## config.mk

```make
export PLATFORM = sky130hd
export DESIGN_NAME = background_scan_reader_flat
export DESIGN_NICKNAME = d
export VERILOG_FILES = /design/src/rtl/background_scan_reader_if.sv /design/src/rtl/background_scan_reader.sv /design/src/flat_wrapper.sv
export SDC_FILE = /design/constraint.sdc
export NUM_CORES = 1
export LEC_CHECK = 0
export CAP_MARGIN = 20
export CELL_PAD_IN_SITES_DETAIL_PLACEMENT = 1
export CELL_PAD_IN_SITES_GLOBAL_PLACEMENT = 1
export CORE_UTILIZATION = 30
export DETAILED_ROUTE_END_ITERATION = 8
export MAX_ROUTING_LAYER = met4
export PLACE_DENSITY_LB_ADDON = 0.1
export SLEW_MARGIN = 0
export SYNTH_ARGS = -nofsm -noshare
export SYNTH_HDL_FRONTEND = slang
export SYNTH_SLANG_ARGS = --single-unit
```

## constraint.sdc

```tcl
create_clock -name clk -period 3.6 [get_ports clk]
set_clock_uncertainty 0.2 [all_clocks]
set_input_delay 0.54 -clock clk [delete_from_list [all_inputs] [get_ports clk]]
set_output_delay 0.54 -clock clk [all_outputs]
set_load 0.02 [all_outputs]
```

## src/rtl/background_scan_reader_if.sv

```systemverilog
// rtl/background_scan_reader_if.sv - memory port 2 and pixel stream bundle for background_scan_reader
interface background_scan_reader_if #(
    parameter int ADDR_W = 13,
    parameter int DATA_W = 16
) ();
    logic [ADDR_W-1:0] mem_address;
    logic              mem_chipselect;
    logic              mem_write;
    logic [1:0]        mem_byteenable;
    logic [DATA_W-1:0] mem_readdata;
    logic [DATA_W-1:0] pix_data;
    logic              pix_valid;
    logic              pix_ready;
    logic              pix_sop;
    logic              pix_eop;

    modport master (
        output mem_address, mem_chipselect, mem_write, mem_byteenable,
        input  mem_readdata,
        output pix_data, pix_valid, pix_sop, pix_eop,
        input  pix_ready
    );

    modport slave (
        input  mem_address, mem_chipselect, mem_write, mem_byteenable,
        output mem_readdata,
        input  pix_data, pix_valid, pix_sop, pix_eop,
        output pix_ready
    );
endinterface

```

## src/rtl/background_scan_reader.sv

```systemverilog
// rtl/background_scan_reader.sv - scans the background memory and streams it upscaled by pixel replication
module background_scan_reader #(
    parameter int SRC_W     = 80,
    parameter int SRC_H     = 60,
    parameter int SCALE     = 4,
    parameter int ADDR_W    = 13,
    parameter int DATA_W    = 16,
    parameter int BASE_ADDR = 0
) (
    input  logic clk,
    input  logic reset,
    input  logic start,
    output logic busy,
    output logic done,
    background_scan_reader_if.master bus
);
    localparam int XW = (SRC_W > 1) ? $clog2(SRC_W) : 1;
    localparam int YW = (SRC_H > 1) ? $clog2(SRC_H) : 1;
    localparam int RW = $clog2(SCALE);
    localparam logic [XW-1:0]     X_LAST    = XW'(SRC_W - 1);
    localparam logic [YW-1:0]     Y_LAST    = YW'(SRC_H - 1);
    localparam logic [RW-1:0]     R_LAST    = RW'(SCALE - 1);
    localparam logic [ADDR_W-1:0] BASE      = ADDR_W'(BASE_ADDR);
    localparam logic [ADDR_W-1:0] LINE_STEP = ADDR_W'(SRC_W);

    typedef enum logic [1:0] {IDLE, SCAN, DONE} state_t;
    state_t state;

    logic [XW-1:0]     fetch_x;
    logic [RW-1:0]     fetch_pass;
    logic [YW-1:0]     fetch_y;
    logic [ADDR_W-1:0] line_base;
    logic              fetch_done;
    logic              rd_return;
    logic              cs_q;
    logic [ADDR_W-1:0] addr_q;

    logic [XW-1:0]     src_x;
    logic [YW-1:0]     src_y;
    logic [RW-1:0]     rep_x, rep_y;
    logic              cur_v, nxt_v;
    logic [DATA_W-1:0] cur_d, nxt_d;

    logic              accept, retire, last_beat, cur_v_n, nxt_v_n, issue;
    logic [XW-1:0]     fx_cur, fx_nx;
    logic [RW-1:0]     fp_cur, fp_nx;
    logic [YW-1:0]     fy_cur, fy_nx;
    logic [ADDR_W-1:0] lb_cur, lb_nx;
    logic              fdone_nx;

    always_comb begin
        accept    = cur_v & bus.pix_ready;
        retire    = accept & (rep_x == R_LAST);
        last_beat = retire & (src_x == X_LAST) & (rep_y == R_LAST) & (src_y == Y_LAST);

        // slot occupancy as it will stand after this edge
        cur_v_n = cur_v;
        nxt_v_n = nxt_v;
        if (retire) begin
            cur_v_n = nxt_v;
            nxt_v_n = 1'b0;
        end
        if (rd_return) begin
            if (!cur_v_n) cur_v_n = 1'b1;
            else          nxt_v_n = 1'b1;
        end

        // the first read of a frame is issued straight from IDLE using fresh counters
        if (state == IDLE) begin
            fx_cur = '0;
            fp_cur = '0;
            fy_cur = '0;
            lb_cur = BASE;
            issue  = start;
        end else begin
            fx_cur = fetch_x;
            fp_cur = fetch_pass;
            fy_cur = fetch_y;
            lb_cur = line_base;
            issue  = (state == SCAN) & ~fetch_done & ~cs_q & ~nxt_v_n;
        end

        fx_nx    = fx_cur + XW'(1);
        fp_nx    = fp_cur;
        fy_nx    = fy_cur;
        lb_nx    = lb_cur;
        fdone_nx = 1'b0;
        if (fx_cur == X_LAST) begin
            fx_nx = '0;
            if (fp_cur == R_LAST) begin
                fp_nx = '0;
                lb_nx = lb_cur + LINE_STEP;
                if (fy_cur == Y_LAST) fdone_nx = 1'b1;
                else                  fy_nx    = fy_cur + YW'(1);
            end else begin
                fp_nx = fp_cur + RW'(1);
            end
        end
    end

    always_ff @(posedge clk) begin
        if (reset) begin
            state      <= IDLE;
            busy       <= 1'b0;
            done       <= 1'b0;
            cs_q       <= 1'b0;
            addr_q     <= BASE;
            rd_return  <= 1'b0;
            fetch_x    <= '0;
            fetch_pass <= '0;
            fetch_y    <= '0;
            line_base  <= BASE;
            fetch_done <= 1'b0;
            src_x      <= '0;
            src_y      <= '0;
            rep_x      <= '0;
            rep_y      <= '0;
            cur_v      <= 1'b0;
            nxt_v      <= 1'b0;
            cur_d      <= '0;
            nxt_d      <= '0;
        end else begin
            done      <= 1'b0;
            rd_return <= cs_q;
            cs_q      <= issue;
            if (issue) begin
                addr_q     <= lb_cur + ADDR_W'(fx_cur);
                fetch_x    <= fx_nx;
                fetch_pass <= fp_nx;
                fetch_y    <= fy_nx;
                line_base  <= lb_nx;
                fetch_done <= fdone_nx;
            end

            case (state)
                IDLE: begin
                    if (start) begin
                        state <= SCAN;
                        busy  <= 1'b1;
                        src_x <= '0;
                        src_y <= '0;
                        rep_x <= '0;
                        rep_y <= '0;
                        cur_v <= 1'b0;
                        nxt_v <= 1'b0;
                    end
                end
                SCAN: begin
                    if (retire) begin
                        cur_v <= nxt_v;
                        cur_d <= nxt_d;
                        nxt_v <= 1'b0;
                    end
                    if (rd_return) begin
                        if (!cur_v || (retire && !nxt_v)) begin
                            cur_v <= 1'b1;
                            cur_d <= bus.mem_readdata;
                        end else begin
                            nxt_v <= 1'b1;
                            nxt_d <= bus.mem_readdata;
                        end
                    end
                    if (accept) begin
                        if (rep_x == R_LAST) begin
                            rep_x <= '0;
                            if (src_x == X_LAST) begin
                                src_x <= '0;
                                if (rep_y == R_LAST) begin
                                    rep_y <= '0;
                                    src_y <= src_y + YW'(1);
                                end else begin
                                    rep_y <= rep_y + RW'(1);
                                end
                            end else begin
                                src_x <= src_x + XW'(1);
                            end
                        end else begin
                            rep_x <= rep_x + RW'(1);
                        end
                    end
                    if (last_beat) begin
                        state <= DONE;
                        busy  <= 1'b0;
                        done  <= 1'b1;
                    end
                end
                default: state <= IDLE;
            endcase
        end
    end

    assign bus.mem_address    = addr_q;
    assign bus.mem_chipselect = cs_q;
    assign bus.mem_write      = 1'b0;
    assign bus.mem_byteenable = 2'b11;
    assign bus.pix_data       = cur_d;
    assign bus.pix_valid      = cur_v;
    assign bus.pix_sop        = cur_v & (src_x == '0) & (rep_x == '0) & (src_y == '0) & (rep_y == '0);
    assign bus.pix_eop        = cur_v & (src_x == X_LAST) & (rep_x == R_LAST) & (src_y == Y_LAST) & (rep_y == R_LAST);
endmodule

```

## src/flat_wrapper.sv

```systemverilog
// flat-port wrapper written by rule: the top's interface ports become plain ports
module background_scan_reader_flat 
#(
    parameter int SRC_W     = 80,
    parameter int SRC_H     = 60,
    parameter int SCALE     = 4,
    parameter int ADDR_W    = 13,
    parameter int DATA_W    = 16,
    parameter int BASE_ADDR = 0
)
  (clk, reset, start, busy, done, bus_mem_address, bus_mem_chipselect, bus_mem_write, bus_mem_byteenable, bus_mem_readdata, bus_pix_data, bus_pix_valid, bus_pix_sop, bus_pix_eop, bus_pix_ready);
  background_scan_reader_if #(.ADDR_W(ADDR_W), .DATA_W(DATA_W)) bus_i ();
  input  logic clk;
  input  logic reset;
  input  logic start;
  output logic busy;
  output logic done;
  output wire logic [$bits(bus_i.mem_address)-1:0] bus_mem_address;
  output wire logic [$bits(bus_i.mem_chipselect)-1:0] bus_mem_chipselect;
  output wire logic [$bits(bus_i.mem_write)-1:0] bus_mem_write;
  output wire logic [$bits(bus_i.mem_byteenable)-1:0] bus_mem_byteenable;
  input wire logic [$bits(bus_i.mem_readdata)-1:0] bus_mem_readdata;
  output wire logic [$bits(bus_i.pix_data)-1:0] bus_pix_data;
  output wire logic [$bits(bus_i.pix_valid)-1:0] bus_pix_valid;
  output wire logic [$bits(bus_i.pix_sop)-1:0] bus_pix_sop;
  output wire logic [$bits(bus_i.pix_eop)-1:0] bus_pix_eop;
  input wire logic [$bits(bus_i.pix_ready)-1:0] bus_pix_ready;
  assign bus_mem_address = bus_i.mem_address;
  assign bus_mem_chipselect = bus_i.mem_chipselect;
  assign bus_mem_write = bus_i.mem_write;
  assign bus_mem_byteenable = bus_i.mem_byteenable;
  assign bus_i.mem_readdata = bus_mem_readdata;
  assign bus_pix_data = bus_i.pix_data;
  assign bus_pix_valid = bus_i.pix_valid;
  assign bus_pix_sop = bus_i.pix_sop;
  assign bus_pix_eop = bus_i.pix_eop;
  assign bus_i.pix_ready = bus_pix_ready;
  background_scan_reader #(.SRC_W(SRC_W), .SRC_H(SRC_H), .SCALE(SCALE), .ADDR_W(ADDR_W), .DATA_W(DATA_W), .BASE_ADDR(BASE_ADDR)) u_core (.clk(clk), .reset(reset), .start(start), .busy(busy), .done(done), .bus(bus_i));
endmodule
```

# Yosys cells after proc, flatten, opt, wreduce, memory -nomap -nowiden
# Cells that the tools add are included.
# totals
regBits,99
inputBits,20
output_inout_bits,38
word_cells,139
# classes
n_addsub,9
eq_ne,14
n_mux,57
n_bitwise,21
reduce_logical,19
# ops
cell,n
6-bit two-way mux,9
16-bit two-way mux,3
7-bit two-way mux,6
13-bit two-way mux,3
2-bit two-way mux,12
1-bit bitwise AND,16
1-bit two-way mux,16
"7-bit by 1-bit adder with 7-bit output, second input constant",2
"7-bit == test, second input constant",2
7-bit case mux with 2 select lines,1
13-bit by 7-bit adder with 13-bit output,1
"13-bit by 7-bit adder with 13-bit output, second input constant",1
"6-bit by 1-bit adder with 6-bit output, second input constant",2
"6-bit == test, second input constant",2
2-bit case mux with 2 select lines,3
6-bit case mux with 2 select lines,1
3-bit AND reduction,3
"2-bit != test, second input constant",4
7-bit logical NOT,1
"2-bit by 1-bit adder with 2-bit output, second input constant",3
"2-bit == test, second input constant",3
2-bit logical NOT,3
6-bit logical NOT,1
1-bit case mux with 2 select lines,3
other kinds (12),19

# Longest topological paths before layout
# depth
depth_word,8
mapped_depth,12
depth_no_buf,11

# Least setup slack after synthesis
# No wires, ideal clock.
# synth_timing
kind,register -> register
from,reg u_core.state[1]
to,reg u_core.addr_q[12] (netlist: u_core.bus.mem_address[12])
setup_ns,0.117
arrival_time_ns,2.703
required_time_ns,3.283
setup_slack_ns,0.580
stages_incl_launch_ff,13
n_path_buf,2
period_less_slack_ns,3.020
path_cell_list,dfxtp_1 > or2_2 > clkbuf_1 > clkbuf_1 > and2_1 > ha_1 > ha_1 > a21o_1 > maj3_1 > o211ai_1 > a211oi_1 > xor2_1 > a22o_1
# synth_between
elab_cells_between_ends,9
cone_classes,1 x add/sub; 1 x eq/ne; 3 x mux; 3 x bitwise; 1 x reduce/logical
# synth_lines
item,line_no,rtl
start: declaration,background_scan_reader.sv:27,state_t state;
start signal: assignment,background_scan_reader.sv:103,state <= IDLE;
start signal: assignment,background_scan_reader.sv:138,state <= SCAN;
start signal: assignment,background_scan_reader.sv:182,state <= DONE;
2-bit logical NOT,background_scan_reader.sv:69,if (state == IDLE) begin
13-bit two-way mux,background_scan_reader.sv:69,
named net u_core.lb_cur[0],background_scan_reader.sv:48,"logic [ADDR_W-1:0] lb_cur, lb_nx;"
13-bit by 7-bit adder with 13-bit output,background_scan_reader.sv:127,addr_q <= lb_cur + ADDR_W'(fx_cur);
end signal: assignment,background_scan_reader.sv:127,
end: declaration,background_scan_reader.sv:36,logic [ADDR_W-1:0] addr_q;
# The timed path passes the listed nets, and every way through them passes these cells.
# A chain may end at the register's enable or synchronous reset.

# Worst setup path in the final report
# layout_timing
from,reg u_core.src_x[1]
to,out bus_pix_eop
# layout_between
elab_chain_len,5
# layout_lines
item,line_no,rtl
start: declaration,background_scan_reader.sv:38,logic [XW-1:0] src_x;
start signal: assignment,background_scan_reader.sv:175,src_x <= src_x + XW'(1);
7-bit == test,background_scan_reader.sv:199,assign bus.pix_eop = cur_v & (src_x == X_LAST) & (rep_x == R_LAST) & (src_y == Y_LAST) & (rep_y == R_LAST);
1-bit bitwise AND (4 in a row),background_scan_reader.sv:199,
end: declaration,flat_wrapper.sv:26,output wire logic [$bits(bus_i.pix_eop)-1:0] bus_pix_eop;
# Every way passes these cells.

==> summary.md <==
| Metric | Value |
|---|---|
| R2R setup slack | 0.51 ns |
| Sequential share of the synthesized area | 0.393 |
| Die Ht | 132 um |
| Clock latency on the worst-skew pair | roughly 0.35 ns |
| Num CTS Buffers | 9 |
| CTS root buffer | clkbuf_16 |
| Sum of buffers and inverters on the critical path | 1 |
| Number of fill cells in the layout | ~2k |
| I/O pins | 58 |
| Port bufs | 54 |
| Slew Limit Fails | 0 |
| Hold Crit Depth | 2 |
| First-pass GRT wire length | around 24000 um |
| Synth cell types | 62 |
| Setup CP Type | reg -> out |
| Reg2Reg Depth | 10 |
| Cts hold-fix bufs | 0 |
| CP Data Arrival Time | about 2.4 ns |
| Most frequent cell after synthesis | nand2_1 |
| Net count, final | 712 |
| Vias in the first global route | between 4k and 5k |
| Via count | approximately 4.5k |
| Beginning of the worst register-to-register path | u_core.state[1] |
| Max Cap Viol | 0 |
| N_diodes | 0 |
| CP max stage cell | clkdlybuf4s50_1 |
| Start point of the worst hold path | u_core.bus.mem_address[1] |
| Synth cell count leaders | 105 x nand2_1, 99 x dfxtp_1, 82 x nor2_1 |
| Post-CTS Setup Repair Bufs | 0 |
| Achievable Freq | 316 MHz |
| Remaining DRCs | 0 |
| Worst min path class | reg -> reg |
| Mapped Cells | between 600 and 700 |
| Synth Register Bits | between 90 and 100 |
| Cell taking the most area after synthesis | dfxtp_1 |
| Status | completed |
| Synth-to-layout area growth | 20.9% |
| Synth area leaders | dfxtp_1 39%, nand2_1 7.8%, nor2_1 6.1% |
| Multi-input gate area | 2820 um^2 |
| Post-synth top area share | 0.393 |
| CP Max Fanout | 7 |
| Largest net degree at the start of global routing | 37 |
| Reg area | 1980 um^2 |
| Power per Cell Area | roughly 400 nW/um^2 |
| Data required time of the worst path | between 2 and 3 ns |
| CP Launch Type | flip-flop |
| Mapped cell area | 5040 um^2 |
| Initial antenna violation count | 0 |
| Util after Layout | 0.369 |
| Post_cts resized | 0 |
| Pre-antenna DRT Iters | 4 |
| GRT Total Usage | 0.177 |
| Gp weighted congestion | between 0.8 and 0.9 |
| Vias/cell | 5.00 |
| CTS Buffer Depth | 2 |
| Proportion of layout cells with a drive suffix above 1 | 0.0765 |
| Setup TNS | 0 ns |
| Leak pwr | approximately 0.0021 uW |
| Peak supply drop | ~240 uV |
| DP HPWL | ~10000 um |
| CP startpoint | u_core.src_x[1] |
| Final wirelength | 14200 um |
| Family with the most delay on the worst path | simple AND/OR/NAND/NOR gates |
| Cell row count | 47 |
| GRT overflow | 0 |
| Core ar. | around 17000 um^2 |
| Post-DRT Antenna Nets | 0 |
| Die area | between 15000 and 20000 um^2 |
| CTS Sinks | slightly below 100 |
| Critical Path End Type | primary output |
| H-tree Lvls | 3 |
| Avg Cell Area, Syn | about 7.9 um^2 |
| R2r endpoint | u_core.bus.mem_address[12] |
| Dominant synthesized flop cell | dfxtp_1 |
| CP peak stage delay | 0.60 ns |
| WHS Endpoint | u_core.bus.mem_address[1] |
| Starting DRC count in detailed routing | between 200 and 250 |
| Finish-stage setup viols | 0 |
| Final period util | 0.879 |
| Slew HR | 0.649 |
| Die X | ~130 um |
| Asr flop ratio synth | 0 |
| TritonCTS clock tree | yes |
| Initial Utilization | 0.305 |
| RSZ-0062 raised after global routing | no |
| Wire length per cell | between 15 and 20 um |
| Number of synthesized flops with an enable pin | 0 |
| CP Cell Sequence | ha_1, nand4_1, nor3_2, and4_1, and3_1, clkdlybuf4s50_1 |
| Final hold vios | 0 |
| Final min period | between 3 and 4 ns |
| Clock transition at the registers of the reported paths | about 0.070 ns |
| Yosys warning count | 0 |
| Tightest Pin Transition | between 0.5 and 0.6 ns |
| Hold WS | around 0.25 ns |
==> worst max path at each step <==
| stage | end | slack (ns) | cells after the start |
|---|---|---|---|
| floorplan | u_core.bus.mem_address[12] | 0.58 | 12 |
| global placement | u_core.bus.mem_address[12] | 0.58 | 10 |
| detailed placement | u_core.bus.mem_address[12] | 0.50 | 10 |
| CTS | bus_pix_eop | 0.40 | 6 |
| global route | bus_pix_eop | 0.23 | 6 |
| finish | bus_pix_eop | 0.44 | 6 |
==> worst register-to-register path: stages (launching register included) <==
cell      delay (ns)
dfxtp_1         0.36
or2_2           0.47
and2_1          0.23
ha_1            0.21
ha_1            0.21
a21o_1          0.17
maj3_1          0.38
o211ai_1        0.27
a211oi_1        0.14
xor2_1          0.15
a22o_1          0.20
==> registers in the layout, indices dropped and copies added, names as in the netlist <==
name and cells:
u_core.fetch_done 1, u_core.busy 1, u_core.done 1, u_core.nxt_v 1
u_core.fetch_y 6, u_core.rep_y 2, u_core.line_base 13, u_core.bus.mem_chipselect 1
u_core.src_x 7, u_core.bus.pix_data 16, u_core.bus.pix_valid 1, u_core.rd_return 1
u_core.src_y 6, u_core.bus.mem_address 13, u_core.fetch_x 7, u_core.fetch_pass 2
u_core.nxt_d 16, u_core.state 2, u_core.rep_x 2
==> cells by family after synthesis <==
group                    share of synthesized area
AND/OR/NAND/NOR                              0.280
AO/OA/AOI/OAI                                0.180
flip-flops                                   0.393
buffers and inverters                       0.0494
XOR/XNOR                                    0.0486
adder cells (fa/ha/maj)                     0.0392
multiplexers                               0.00868
other                                      0.00149
==> where the power goes <==
part,switching [uW],internal (uW)
Clock,449,680
Sequential,12.6,1110
Combinational,134,71.8
==> area by class of cell <==
class	instances	share of cell area
inverter	13	0.00800
sequential	99	0.325
timing repair buffer	66	0.105
clock inverter	5	0.0181
clock buffer	9	0.0369
tap	220	0.0451
multi-input combinational	488	0.462
==> cells in the final DEF, fill, tap and decap left out, types with 6 or more instances in the layout <==
cell type and instances:
inv_1 13, nand3_1 15, clkbuf_16 9, a21oi_1 54, nor3_1 17, ha_1 15
a211oi_1 23, xnor2_1 9, xor2_1 19, dfxtp_1 99, nand4_1 6, nand2_1 105
clkdlybuf4s50_1 53, o21ai_0 32, a22o_1 9, nor2_1 82, buf_4 11, and2_1 17
nand2b_1 7
==> per-layer routing <==
| metal | GRT usage | share of wire | vias up |
|---|---|---|---|
| met5 | - | 0 | - |
| met1 | 0.203 | 0.46 | 2163 |
| met4 | 0.0568 | 0.015 | 0 |
| li1 | - | - | 2268 |
| met3 | 0.0336 | 0.022 | 17 |
| met2 | 0.308 | 0.50 | 48 |
==> through the flow <==
step | instances | total power [uW] | instance area [um^2] | setup slack (ns)
final | 900 | 2460 | 6100 | 0.437
after global routing | 900 | 2560 | 6100 | 0.229
after CTS | 900 | 2500 | 6100 | 0.398
after detailed placement | 886 | 1350 | 5760 | 0.497
after global placement | 886 | 1350 | 5760 | 0.585
after floorplan | 642 | 1260 | 5050 | 0.580
(Power assumes the default switching activity.)
